===== src/rtl/fir_ctrl_pkg.sv =====
// Shared types and default sizing for the FIR coefficient controller.
// Imported by the controller and the inflight tracker.
package fir_ctrl_pkg;

  localparam int FILTER_BITS  = 12;
  localparam int FILTER_TAPS  = 64;
  localparam int DATA_BITS    = 17;
  localparam int PIPE_LATENCY = 8;

  typedef enum logic [1:0] {
    IDLE,
    LOAD,
    DRAIN,
    SWAP
  } state_t;

endpackage


===== src/rtl/fir_inflight_tracker.sv =====
// Counts samples inside the filter pipeline.
// Saturates at both ends so a misbehaving filter cannot wrap it.
module fir_inflight_tracker #(
  parameter int W = 4
) (
  input  logic         clk,
  input  logic         rst,
  input  logic         inc,
  input  logic         dec,
  output logic [W-1:0] count,
  output logic         zero
);

  assign zero = (count == '0);

  always_ff @(posedge clk or negedge rst) begin
    if (!rst) begin
      count <= '0;
    end else begin
      unique case ({inc, dec})
        2'b10:   if (count != '1) count <= count + 1'b1;
        2'b01:   if (count != '0) count <= count - 1'b1;
        default: count <= count;
      endcase
    end
  end

endmodule


===== src/rtl/fir_coef_controller.sv =====
// Double-buffered FIR coefficient banks with a drain-then-swap commit,
// plus the registered sample path into the filter.
module fir_coef_controller #(
  parameter int FILTER_BITS  = fir_ctrl_pkg::FILTER_BITS,
  parameter int FILTER_TAPS  = fir_ctrl_pkg::FILTER_TAPS,
  parameter int DATA_BITS    = fir_ctrl_pkg::DATA_BITS,
  parameter int PIPE_LATENCY = fir_ctrl_pkg::PIPE_LATENCY
) (
  input  logic                             clk,
  input  logic                             rst,
  input  logic                             cfg_valid,
  output logic                             cfg_ready,
  input  logic [$clog2(FILTER_TAPS)-1:0]   cfg_addr,
  input  logic [FILTER_BITS-1:0]           cfg_data,
  input  logic                             commit_req,
  output logic                             commit_ack,
  output logic                             commit_err,
  input  logic                             s_valid,
  output logic                             s_ready,
  input  logic [DATA_BITS-1:0]             s_data,
  output logic                             f_data_in_ready,
  output logic [DATA_BITS-1:0]             f_data_in,
  input  logic                             f_data_out_ready,
  output logic [FILTER_BITS*FILTER_TAPS-1:0] coef_active,
  output logic                             active_bank
);

  import fir_ctrl_pkg::*;

  localparam int CW = $clog2(PIPE_LATENCY + 2);

  state_t                 state;
  logic [FILTER_BITS-1:0] bank0 [FILTER_TAPS];
  logic [FILTER_BITS-1:0] bank1 [FILTER_TAPS];
  logic [FILTER_TAPS-1:0] written_mask;
  logic [FILTER_TAPS-1:0] wr_hot;
  logic [FILTER_TAPS-1:0] mask_next;
  logic [CW-1:0]          inflight_count;
  logic                   inflight_zero;
  logic                   cfg_we;
  logic                   s_fire;
  logic                   mask_full;
  logic                   drained;

  assign cfg_ready = (state == IDLE) || (state == LOAD);
  assign s_ready   = cfg_ready;
  assign cfg_we    = cfg_valid && cfg_ready;
  assign s_fire    = s_valid && s_ready;
  assign wr_hot    = cfg_we ? (FILTER_TAPS'(1) << cfg_addr) : '0;
  assign mask_next = written_mask | wr_hot;
  assign mask_full = &mask_next;
  // A sample registered last cycle is not yet counted; wait for it too.
  assign drained   = inflight_zero && !f_data_in_ready;

  for (genvar i = 0; i < FILTER_TAPS; i++) begin : g_coef
    assign coef_active[i*FILTER_BITS +: FILTER_BITS] =
      active_bank ? bank1[i] : bank0[i];
  end

  fir_inflight_tracker #(
    .W(CW)
  ) u_inflight (
    .clk  (clk),
    .rst  (rst),
    .inc  (f_data_in_ready),
    .dec  (f_data_out_ready),
    .count(inflight_count),
    .zero (inflight_zero)
  );

  always_ff @(posedge clk or negedge rst) begin
    if (!rst) begin
      for (int i = 0; i < FILTER_TAPS; i++) begin
        bank0[i] <= '0;
        bank1[i] <= '0;
      end
    end else if (cfg_we) begin
      if (active_bank) bank0[cfg_addr] <= cfg_data;
      else             bank1[cfg_addr] <= cfg_data;
    end
  end

  always_ff @(posedge clk or negedge rst) begin
    if (!rst) begin
      state        <= IDLE;
      active_bank  <= 1'b0;
      written_mask <= '0;
      commit_ack   <= 1'b0;
      commit_err   <= 1'b0;
    end else begin
      commit_ack <= 1'b0;
      commit_err <= 1'b0;
      unique case (state)
        IDLE, LOAD: begin
          written_mask <= mask_next;
          if (commit_req && mask_full) begin
            state <= DRAIN;
          end else begin
            commit_err <= commit_req;
            if (|mask_next) state <= LOAD;
          end
        end
        DRAIN: if (drained) state <= SWAP;
        SWAP: begin
          state        <= IDLE;
          active_bank  <= ~active_bank;
          written_mask <= '0;
          commit_ack   <= 1'b1;
        end
        default: state <= IDLE;
      endcase
    end
  end

  always_ff @(posedge clk or negedge rst) begin
    if (!rst) begin
      f_data_in_ready <= 1'b0;
      f_data_in       <= '0;
    end else begin
      f_data_in_ready <= s_fire;
      if (s_fire) f_data_in <= s_data;
    end
  end

endmodule


===== config.mk =====
export PLATFORM = sky130hd
export DESIGN_NAME = fir_coef_controller
export DESIGN_NICKNAME = d
export VERILOG_FILES = /design/src/rtl/fir_ctrl_pkg.sv /design/src/rtl/fir_inflight_tracker.sv /design/src/rtl/fir_coef_controller.sv
export SDC_FILE = /design/constraint.sdc
export NUM_CORES = 2
export LEC_CHECK = 0
export BUFFER_PORTS_ARGS = -buffer_cell sky130_fd_sc_hd__buf_4
export CAP_MARGIN = 20
export CORE_AREA = 2 2 363 365
export CTS_CLUSTER_SIZE = 25
export DETAILED_ROUTE_END_ITERATION = 7
export DIE_AREA = 0 0 365 367
export GPL_ROUTABILITY_DRIVEN = 0
export PLACE_DENSITY = 0.84
export SYNTH_ARGS = -nofsm -noshare
export SYNTH_HDL_FRONTEND = slang
export SYNTH_SLANG_ARGS = --single-unit

===== constraint.sdc =====
create_clock -name clk -period 3.4 [get_ports clk]
set_clock_uncertainty 0.05 [all_clocks]
set_input_delay 0.68 -clock clk [delete_from_list [all_inputs] [get_ports clk]]
set_output_delay 0.68 -clock clk [all_outputs]
set_load 0.005 [all_outputs]

# Word-level counts from Yosys, hierarchy flattened

Cells that the tools add are included.

Bitwise logic cells: 3
Shift operators: 1
Magnitude comparators: 2
Reduce and logical (&&, ||, !) cells: 19
Muxes and demuxes: 80
Eq/ne operators: 10
Add/subtract/negate cells: 2

Operators by type and width:

| kind                 | count |
|---|---|
| $bwmux 768           | 2 |
| $mux 12              | 65 |
| $pmux 64 s2          | 1 |
| $demux 12 s6         | 1 |
| $mux 64              | 1 |
| $or 64x64->64        | 1 |
| $reduce_and 64->1    | 1 |
| $reduce_or 64->1     | 1 |
| $shl 1x6->64 const A | 1 |
| $mux 4               | 2 |
| $pmux 4 s2           | 1 |
| $ge 7x7->1 const B   | 1 |
| $lt 7x1->1 const B   | 1 |
| $not 6->7            | 1 |
| $eq 2x2->1 const B   | 3 |
| $mux 2               | 3 |
| $pmux 2 s3           | 1 |
| $reduce_and 2->1     | 3 |
| $logic_and 1x1->1    | 5 |
| $add 4x1->4 const B  | 1 |
| $eq 2x1->1 const B   | 2 |
| $logic_not 4->1      | 1 |
| $ne 2x1->1 const B   | 2 |
| $ne 4x4->1 const B   | 1 |
| other kinds (12)     | 15 |

Word-level logic and storage cells: 253
Register bits after elaboration: 1627
Input bits: 41

# Longest topological paths before layout

Depth in word-level cells: 9
Depth in mapped cells: 9

# Modules after synthesis

From an unflattened synthesis, not the netlist that was laid out.

Cell total of the unflattened synthesis: 4969
Area, all modules: 71997.8 um2

Modules (own cells, without submodules):

| module               | cells each | area each (um2) | times used | seq. area each (um2) |
|---|---|---|---|---|
| fir_coef_controller  | 4935       | 71665.0         | 1          | 40614.0 |
| fir_inflight_tracker | 34         | 332.8           | 1          | 100.1 |

# Worst setup path after synthesis

Ideal clock, no wire load.

Path kind: input to register
Start: in cfg_addr[5]
End: reg state[0]
Cell stages on the path: 8
Setup time: 0.120 ns
Slack: 0.564 ns
Required time: 3.230 ns
Data arrival time: 2.665 ns
Cell sequence: buf_6 > nor4b_4 > a21oi_1 > nor4_2 > nand4_1 > or3_1 > or4_1 > o211a_1

Cells in the longest elaborated chain, start to end: 7
Elaborated cells on any way between the ends: 10
Those cells by class: eq/ne (1); shift (1); mux (3); bitwise (1); reduce/logical (4)

RTL lines:

| element                                        | line                       | RTL |
|---|---|---|
| start, declared                                | fir_coef_controller.sv:13  | `input logic [$clog2(FILTER_TAPS)-1:0] cfg_addr,` |
| $shl 1x6->64 (*)                               | fir_coef_controller.sv:49  | `assign wr_hot = cfg_we ? (FILTER_TAPS'(1) << cfg_addr) : '0;` |
| $mux 64 (*)                                    | fir_coef_controller.sv:49  |  |
| $or 64x64->64 (*)                              | fir_coef_controller.sv:50  | `assign mask_next = written_mask \| wr_hot;` |
| $reduce_and 64->1                              | fir_coef_controller.sv:51  | `assign mask_full = &mask_next;` |
| $logic_and 1x1->1                              | fir_coef_controller.sv:96  | `if (commit_req && mask_full) begin` |
| $mux 2 or $ne 3x3->1 (tied branches)           | n/a                        |  |
| $pmux 2 s3 or $reduce_and 2->1 (tied branches) | n/a                        |  |
| end signal, assigned                           | fir_coef_controller.sv:97  | `state <= DRAIN;` |
| end signal, assigned                           | fir_coef_controller.sv:100 | `if (\|mask_next) state <= LOAD;` |
| end signal, assigned                           | fir_coef_controller.sv:103 | `DRAIN: if (drained) state <= SWAP;` |
| end, declared                                  | fir_coef_controller.sv:32  | `state_t state;` |

Mark *: on every way between the ends. The rest lies on a longest branch, timed or not.
A chain may end at the register's enable or synchronous reset.

# Worst setup path after layout

Start: reg active_bank
End: out coef_active[414]

Cells in the longest elaborated chain, start to end: 1

RTL lines:

| element                | line                       | RTL |
|---|---|---|
| start, declared        | fir_coef_controller.sv:25  | `output logic active_bank` |
| start signal, assigned | fir_coef_controller.sv:106 | `active_bank <= ~active_bank;` |
| $mux 12                | fir_coef_controller.sv:57  | `active_bank ? bank1[i] : bank0[i];` |
| end, declared          | fir_coef_controller.sv:24  | `output logic [FILTER_BITS*FILTER_TAPS-1:0] coef_active,` |

Every way passes these cells.

==> metrics.md <==
| Metric | Value |
|---|---|
| Final hold slack | `66.0 ps` |
| Clock Power Share | `0.315` |
| Clock net sink count | `1627` |
| Worst-margin pin slew | `1040 ps` |
| Internal | `approximately 40 mW` |
| Syn Area/Cell | `14.6 um^2` |
| Req. time, crit path | `2670 ps` |
| Routing usage on met2 | `0.461` |
| NetSw | `16.5 mW` |
| Crit path kind | `reg -> out` |
| Post-CTS sizing | `0` |
| #FFs+latches synth | `1627` |
| Worst-path clk slew | `60 ps` |
| Final ANT Viol Nets | `0` |
| Largest net degree at the start of global routing | `129` |
| Hold Path Depth | `2` |
| Setup WS pre-CTS | `204 ps` |
| Gate count after technology mapping | `4865` |
| Post-DP HPWL | `133 mm` |
| Met1 Resource Use GR | `0.380` |
| Worst Setup SP | `active_bank` |
| Overflow after GRT | `0` |
| CP startpoint kind | `register` |
| FFs w/ async S/R, synth | `1.00` |
| Switching share of power | `0.287` |
| Reg2Reg Capture Point | `state[0]` |
| Syn Std Cell Area | `0.0712 mm^2` |
| Std-Cell Rows | `~130` |
| Syn nets | `between 4000 and 5000` |
| Fin. Hold Viols | `0` |
| Worst R2R Path Depth | `7` |
| Setup violators final | `0` |
| Fin cells | `7558` |
| Worst setup margin | `around 140 ps` |
| Reg power frac | `0.416` |
| R2r setup slk | `280 ps` |
| WP data arrival | `2530 ps` |
| Final worst path period share | `0.960` |
| Share of post-route cells with drive strength above 1 | `0.633` |
| P&R area growth vs syn | `20.7%` |
| Count leader, synth | `mux2_2` |
| Sequential fraction of the synthesis area | `0.571` |
| RSZ-0062 raised after global routing | `no` |
| Critical Path Sink Type | `primary output` |
| Max-slew headroom | `0.310` |
| GRT met3 Usage | `0.0774` |
| Post-layout net count | `5720` |
| # IOs | `832` |
| DRT iter0 DRCs | `about 3100` |
| Cts bufs inserted | `166` |
| Antenna cells | `0` |
| Final slew viol count | `0` |
| Reg-to-reg startpoint | `state[1]` |
| Synth Flop Type | `dfrtp_1` |
| Achievable Freq | `306 MHz` |
| Min-delay src | `s_data[11]` |
| Failing checks | `design-rule violations` |
| Vias in the first global route | `47500` |
| Maximum vdd drop | `487 uV` |
| Yosys warns | `0` |
| Crit-path max FO | `23` |
| Core ar. | `0.130 mm^2` |
| Outcome | `finished with violations` |
| Port Buffer Count | `about 830` |
| Util after Layout | `0.659` |
| Dominant cells by area after synthesis | `dfrtp_1 (57%), mux2_2 (37%), clkbuf_1 (2.0%), nor2_1 (0.69%), a21oi_1 (0.65%)` |
| Clock root buffer | `clkbuf_16` |
| H-tree depth | `4` |
| GRT busiest layer | `met2` |
| Synth cell count leaders | `mux2_2 (2316), dfrtp_1 (1627), clkbuf_1 (374), nor2_1 (131), a21oi_1 (92)` |
| Clock tree from TritonCTS | `yes` |
| TritonRoute pass-1 iters | `8` |
| Comb power frac | `0.269` |
| Via count | `44600` |
| Area leader, netlist | `dfrtp_1` |
| Initial core utilization | `0.546` |
| Die height | `367 um` |
| Fillers | `~9000` |
| Routed Wire Length | `201 mm` |
| Die area | `0.134 mm^2` |
| Drt drc | `1` |
| Hold EP | `f_data_in[11]` |
| Placed Cells | `a little over 7000` |
| DR WL/cell | `26.6 um` |
| Min cycle time layout | `3260 ps` |
| Die X | `365 um` |
| Setup TNS | `0 ps` |
| PwrDens | `approximately 670 mW/mm^2` |
| Hold WC Path Type | `in -> reg` |
| Area share of the largest cell type after synthesis | `0.571` |
| Clock tree buffer depth | `3` |
| Antenna violations before repair | `5` |
| Post-synthesis cell type count | `51` |
| Later-pin clock latency in the skew report | `slightly below 800 ps` |
| Via density per instance | `5.90` |
| First-pass GRT wire length | `303 mm` |
| # Max-Cap Violations | `0` |
| Leakage | `around 44 nW` |
| Total track usage | `0.299` |
| Post-synth EDFFs | `0` |
-- flip-flops by register name (all words and copies together), names as in the netlist, 2 cells and up --
signal	count
f_data_in	17
u_inflight.count	4
bank1	768
state	2
bank0	768
written_mask	64
-- stage by stage --
step | instance area [um^2] | total power, mW
6_report | 86000 | 57.4
5_1_grt | 86000 | 59.6
4_1_cts | 86000 | 57.6
3_5_place_dp | 80500 | 39.4
3_3_place_gp | 80500 | 38.9
2_1_floorplan | 71200 | 31.8
-- cell usage in the layout, fill, tap and decap left out, drive strengths merged, types with 2 or more instances in the layout --
cell type	n
nor4	25
nand2	68
nor2	131
and2	2
o21ai	11
xnor2	2
a22o	2
clkinvlp	4
and4b	8
nor3	11
inv	13
nor2b	9
a21oi	92
nor4b	5
bufinv	4
clkbuf	250
or4	3
nand2b	6
dfrtp	1627
nor3b	2
buf	1075
and4bb	8
o31ai	2
clkinv	34
xor2	3
ha	4
nand3	14
and4	2
mux2	2322
o22ai	3
a21o	2
o2bb2ai	29
nand4	17
-- worst max-delay path, stage by stage, from the launching register on --
cell and delay (ps):
dfrtp_4 420, buf_4 280, buf_12 240, buf_12 220, mux2_2 380, buf_4 150
-- power groups by stage --
stage	logic [mW]	clock network, mW	registers, mW
2_1_floorplan	8.25	0	23.6
3_3_place_gp	14.9	0	24.0
3_5_place_dp	15.1	0	24.3
4_1_cts	15.5	18.3	23.8
5_1_grt	16.2	19.1	24.2
6_report	15.5	18.1	23.9
-- worst max path at each step --
stage | endpoint | slack (ps) | cells after the start
after detailed placement | state[0] | 200 | 9
after floorplan | state[0] | 560 | 8
after global routing | coef_active[414] | 70 | 5
after global placement | state[0] | 190 | 8
after CTS | coef_active[414] | 100 | 5
final | coef_active[414] | 140 | 5
-- final cells by class --
type,count,area [um^2],share of cell area
multi-input combinational,2795,28800,0.335
timing repair buffer,1076,8760,0.102
sequential,1627,40700,0.474
clock buffer,250,4930,0.0574
inverter,8,30.0,0.000349
tap,1755,2200,0.0255
clock inverter,47,513,0.00597
-- routing by layer --
metal | part of all wire | vias up
li1 | - | 18900
met1 | 0.40 | 23500
met2 | 0.46 | 1630
met3 | 0.073 | 545
met4 | 0.068 | 2
met5 | 0.000065 | -
-- kinds of logic (layout without fill, tap and decap cells) --
group | count (synthesis) | in the layout | share of synthesized area
buf+inv | 443 | 1381 | 0.0245
mux | 2322 | 2322 | 0.367
xor+xnor | 5 | 5 | 0.000615
flops | 1627 | 1627 | 0.571
simple gates | 316 | 316 | 0.0231
compound gates | 147 | 147 | 0.0124
fa+ha+maj | 5 | 5 | 0.000983
-- repair_timing --
action                                  CTS  global route
hold buffers                              1             0
endpoints found under the setup margin  700             0
buffers inserted                          3             0
endpoints found under the hold margin    60             0
(Power assumes the default switching activity.)
